$ cat src/rtl/data_memory_pipe.sv
// data_memory_pipe
//   Single-port data RAM behind a valid/ready request channel. A read response
//   leaves through a 2-entry response FIFO, so the consumer can hold off
//   responses without losing any. Writes use per-byte lane enables. Addresses
//   at or above DEPTH are flagged as errors instead of touching storage.
//
// Ports
//   clk        rising-edge clock
//   rst        asynchronous active-high reset
//   req_valid  request present
//   req_ready  request can be accepted this cycle (registered state only)
//   req_we     1 = write, 0 = read
//   req_addr   word address
//   req_wdata  write data
//   req_be     byte-lane write enables, bit k -> bits 8k+7:8k
//   rsp_valid  read response present
//   rsp_ready  consumer takes the response
//   rsp_rdata  read data, 0 when rsp_valid is low
//   rsp_err    response belongs to an out-of-range address
module data_memory_pipe #(
    parameter int DATA_W = 8,
    parameter int ADDR_W = 8,
    parameter int DEPTH  = (1 << ADDR_W)
) (
    input  logic                  clk,
    input  logic                  rst,
    input  logic                  req_valid,
    output logic                  req_ready,
    input  logic                  req_we,
    input  logic [ADDR_W-1:0]     req_addr,
    input  logic [DATA_W-1:0]     req_wdata,
    input  logic [DATA_W/8-1:0]   req_be,
    output logic                  rsp_valid,
    input  logic                  rsp_ready,
    output logic [DATA_W-1:0]     rsp_rdata,
    output logic                  rsp_err
);

    localparam int LANES = DATA_W / 8;
    // One extra bit so DEPTH == 2**ADDR_W still compares correctly.
    localparam logic [ADDR_W:0] DEPTH_L = (ADDR_W + 1)'(DEPTH);

    // Storage is zeroed at time 0 and deliberately left alone by reset.
    logic [DATA_W-1:0] mem [DEPTH] = '{default: '0};

    logic [DATA_W-1:0] fifo_data [2];
    logic              fifo_err  [2];
    logic              wr_ptr;
    logic              rd_ptr;
    logic [1:0]        count;

    logic              accept;
    logic              push;
    logic              pop;
    logic              in_range;
    logic [DATA_W-1:0] rd_word;

    assign req_ready = (count != 2'd2);
    assign rsp_valid = (count != 2'd0);

    assign accept   = req_valid && req_ready;
    assign push     = accept && !req_we;
    assign pop      = rsp_valid && rsp_ready;
    assign in_range = ({1'b0, req_addr} < DEPTH_L);
    assign rd_word  = in_range ? mem[req_addr] : '0;

    always_ff @(posedge clk) begin
        if (accept && req_we && in_range) begin
            for (int k = 0; k < LANES; k++) begin
                if (req_be[k]) begin
                    mem[req_addr][8*k +: 8] <= req_wdata[8*k +: 8];
                end
            end
        end
    end

    // A push never happens when full (req_ready low), and a pop needs at
    // least one entry, so push+pop always targets distinct slots.
    always_ff @(posedge clk or posedge rst) begin
        if (rst) begin
            wr_ptr       <= 1'b0;
            rd_ptr       <= 1'b0;
            count        <= 2'd0;
            fifo_data[0] <= '0;
            fifo_data[1] <= '0;
            fifo_err[0]  <= 1'b0;
            fifo_err[1]  <= 1'b0;
        end else begin
            if (push) begin
                fifo_data[wr_ptr] <= rd_word;
                fifo_err[wr_ptr]  <= !in_range;
                wr_ptr            <= ~wr_ptr;
            end
            if (pop) begin
                rd_ptr <= ~rd_ptr;
            end
            case ({push, pop})
                2'b10:   count <= count + 2'd1;
                2'b01:   count <= count - 2'd1;
                default: count <= count;
            endcase
        end
    end

    assign rsp_rdata = rsp_valid ? fifo_data[rd_ptr] : '0;
    assign rsp_err   = rsp_valid ? fifo_err[rd_ptr]  : 1'b0;

endmodule

$ cat config.mk
export PLATFORM = sky130hd
export DESIGN_NAME = data_memory_pipe
export DESIGN_NICKNAME = d
export VERILOG_FILES = /design/src/rtl/data_memory_pipe.sv
export SDC_FILE = /design/constraint.sdc
export NUM_CORES = 2
export LEC_CHECK = 0
export ABC_AREA = 1
export CORE_MARGIN = 4
export CORE_UTILIZATION = 30
export DETAILED_ROUTE_END_ITERATION = 10
export GPL_TIMING_DRIVEN = 0
export MAX_ROUTING_LAYER = met4
export PLACE_DENSITY_LB_ADDON = 0.15
export SYNTH_ARGS = -nofsm -noshare
export SYNTH_HDL_FRONTEND = slang
export SYNTH_SLANG_ARGS = --single-unit
$ cat constraint.sdc
create_clock -name clk -period 2.54 [get_ports clk]
set_input_delay 0.635 -clock clk [delete_from_list [all_inputs] [get_ports clk]]
set_output_delay 0.635 -clock clk [all_outputs]
set_load 0.02 [all_outputs]
==> flow_summary_export.csv <==
group,metric,value,unit
run_status,outcome,"finished, violations left",
run_status,violations,"negative setup slack",
cells_and_area,syn2layout_area_growth,20.0,%
min_path,min_path_cells,1,
min_path,hold_end,"mem[127][5]",
logic_synthesis,syn_nets,7936,
power_and_ir_drop,internal_power,58100,uW
floorplan,die_width,542,um
routing,wl,307000,um
clock_tree,clk_pin_slew,0.06,ns
logic_synthesis,synth_compound_gate_area_share,0.819,%
global_routing,grtUsageMet2,32.1,%
placed_design,preCtsSetupSlack,-3.53,ns
floorplan,coreArea,283000,um2
logic_synthesis,synth-xor-area-share,0.0307,%
logic_synthesis,netlist_area,85500,um2
sta,layout_min_cycle_time,2.56,ns
setup_path,cp-start-kind,"primary input",
sta,timing.fmax,390,MHz
routing,ant_nets,0,
power_and_ir_drop,p_seq_share,49.3,%
setup_path,required,3.07,ns
setup_path,r2r_slack,-0.02,ns
floorplan,initial_core_util,30.2,%
run,max_cap_violations,0,
logic_synthesis,synth_fa_ha_area_share,0.0146,%
logic_synthesis,synthCells,7913,
sta,rsz0062_at_grt,"yes",
placed_design,port_buffers,32,
logic_synthesis,synth_cell_types,24,
global_routing,antenna_found_initial,14,
setup_path,crit_fanout,10,
logic_synthesis,synth-simple-area-share,24.1,%
routing,vias,59200,
routing,drt_first_pass_iters,6,
routing,post_drt_via_cell_ratio,4.84,
clock_tree,cts_tree,"built",
setup_path,r2r_end,"mem[77][1]",
setup_path,cp_slowest_cell,"clkdlybuf4s50_1",
setup_path,reg2reg_depth,11,
sta,holdWs,0.150,ns
global_routing,grt_util_met1,28.7,%
logic_synthesis,synth-seq-area-share,72.5,%
routing,avgRoutedWirePerCell,25.1,um
clock_tree,h-tree-depth,4,
power_and_ir_drop,p_switching,18500,uW
logic_synthesis,synth-main-ff-cell,"edfxtp_1",
logic_synthesis,async_flop_share,1.06,%
global_routing,grt_pass1_wl,429000,um
setup_path,r2r-start,"count[1]",
logic_synthesis,ys_top_cells_by_area,"edfxtp_1 72%, nand2_1 18%, nand3_1 3.3%",
sta,fin_ws,-0.0217,ns
global_routing,grtUsageTotal,21.0,%
logic_synthesis,synth.most_common_cell,"nand2_1",
setup_path,worstPathArrival,3.09,ns
floorplan,ios,33,
setup_path,cp_common_cell,"nor2_4",
cells_and_area,layout.cells.non_filler,12200,
clock_tree,root_buffer,"clkbuf_16",
logic_synthesis,yosysTopAreaCellShare,71.9,%
min_path,hp-class,"in2reg",
global_routing,overflow,0,
logic_synthesis,yosysWarnings,0,
cells_and_area,final_util,36.3,%
sta,worst_pin_slew,1.00,ns
routing,drt_iter0_drc,5897,
power_and_ir_drop,power_frac_clock,42.9,%
global_routing,grt_pass1_vias,57100,
placed_design,dp.cells,11700,
logic_synthesis,avgSynthCellArea,10.8,um2
clock_tree,cts_made_buffers,231,
global_routing,grt_max_degree,109,
power_and_ir_drop,switching_share,24.2,%
clock_tree,cts_buffer_depth,4,
sta,maxSlewViolCount,0,
logic_synthesis,muxShareOfSynthArea,0,%
logic_synthesis,synth_top_family_by_area,"simple AND/OR/NAND/NOR gates",
sta,setup_viol,26,
setup_path,worst_setup_path_end_kind,"flip-flop",
clock_tree,ctsHoldBuffers,0,
sta,final_hold_viol_count,0,
floorplan,rows,195,
power_and_ir_drop,leakage,0.0389,uW
cells_and_area,layout-drive-gt1-share,14.1,%
setup_path,critPathMaxStageDelay,0.64,ns
clock_tree,numClockSinks,2070,
placed_design,hpwlAfterDp,214000,um
power_and_ir_drop,vdd_drop_max,543,uV
sta,timing.final.crit_share,101,%
logic_synthesis,synth_edf_count,2048,
sta,finClkSkew,0.0584,ns
logic_synthesis,synth_common_cells,"4178 x nand2_1, 2048 x edfxtp_1, 560 x nand3_1",
placed_design,place.gp.congestion,0.991,
global_routing,use_met3,3.41,%
routing,drc,0,
setup_path,path_class,"in2reg",
min_path,hold_path.startpoint,"req_wdata[5]",
floorplan,fp.dieArea,294000,um2
clock_tree,clk_latency,0.90,ns
setup_path,path_cells,"clkdlybuf4s50_1, inv_1, nor2_4, buf_4, nand2_2, clkbuf_4, nor2_4",
sta,relSlewSlack,33.1,%
logic_synthesis,synth_seq_cells,2070,
power_and_ir_drop,p_comb_share,7.8,%
floorplan,fp.dieH,542,um
cells_and_area,nets,8318,
power_and_ir_drop,powerDensity,747,nW/um2
global_routing,top_usage_layer,"met2",
logic_synthesis,yosys.area.top_type,"edfxtp_1",
worst max-delay path: cells and delay by family:
kind | cells | cell delay (ns)
simple gates | 3 | 0.90
buf+inv | 4 | 1.51
cells in the final DEF (no fill, tap or decap), types with 49 or more instances in the layout:
cell,instances
nor2_2,49
nand3_1,560
nor2_4,202
edfxtp_1,2048
nand2_1,4111
buf_4,93
o21ai_1,91
clkbuf_2,80
nor2_1,99
clkinv_1,50
nand2_2,49
buf_2,190
nand4_1,129
clkbuf_16,239
clkbuf_1,109
sequential cells by signal, summed over array words and instances (netlist names):
signal,count
count,2
mem,2048
fifo_err,2
wr_ptr,1
rd_ptr,1
fifo_data,16
how the worst max path moves through the flow:
stage / startpoint / end / slack (ns) / cells after the start
2_1_floorplan: req_addr[0] / mem[100][0] / -0.07 / 7
3_3_place_gp: req_wdata[0] / mem[146][0] / -10.48 / 1
3_5_place_dp: req_addr[3] / mem[131][7] / -3.53 / 8
4_1_cts: count[1] / mem[95][3] / -0.12 / 10
5_1_grt: count[0] / rsp_rdata[3] / -0.08 / 4
6_report: req_addr[4] / mem[26][5] / -0.02 / 7
through the flow:
| stage | cell area (um2) | power (uW) | setup TNS, ns |
|---|---|---|---|
| final | 103000 | 76700 | -0.368 |
| after global placement | 90500 | 44500 | - |
| after floorplan | 85500 | 41100 | -36.87 |
| after detailed placement | 91400 | 44100 | -5476.18 |
| after CTS | 102000 | 77100 | -10.93 |
| after global routing | 103000 | 79100 | -5.84 |
layout make-up:
| cell class | count | area (um2) |
|---|---|---|
| Antenna cell | 10 | 25.0 |
| Buffer | 453 | 2810 |
| Clock buffer | 279 | 6000 |
| Clock inverter | 132 | 1280 |
| Fill cell | 27800 | 180000 |
| Inverter | 23 | 105 |
| Multi-Input combinational cell | 5365 | 23500 |
| Sequential cell | 2070 | 62100 |
| Tap cell | 3743 | 4680 |
| Timing Repair Buffer | 151 | 2160 |
power by group through the flow:
stage | registers [uW] | logic [uW] | clock network, uW
global placement | 39100 | 5450 | 0
detailed placement | 38500 | 5590 | 0
global route | 37800 | 6430 | 34900
finish | 37800 | 5990 | 32900
floorplan | 38500 | 2590 | 0
CTS | 37800 | 5850 | 33400
routing by layer:
metal  part of all wire (%)  vias to the layer above
met5                      0                        -
met4                    4.0                        0
met3                    7.2                      473
met2                     45                     2099
met1                     44                    29100
li1                       -                    27500
logic make-up (layout without fill, tap and decap cells):
kind of cell | count (synthesis) | in the layout
adders and majority gates | 1 | 1
DFF | 2070 | 2070
AOI/OAI and AO/OA | 140 | 140
buffers and inverters | 478 | 1038
and+or+nand+nor | 5221 | 5221
other | 0 | 10
xor gates and xnor gates | 3 | 3
what timing repair did:
action,4_1_cts,5_1_grt
setup buffers,47,36
endpoints found under the setup margin,2075,1748
pin swaps,25,41
resized for setup,810,266
cloned,1,1
Power figures use the tool's default switching activity.
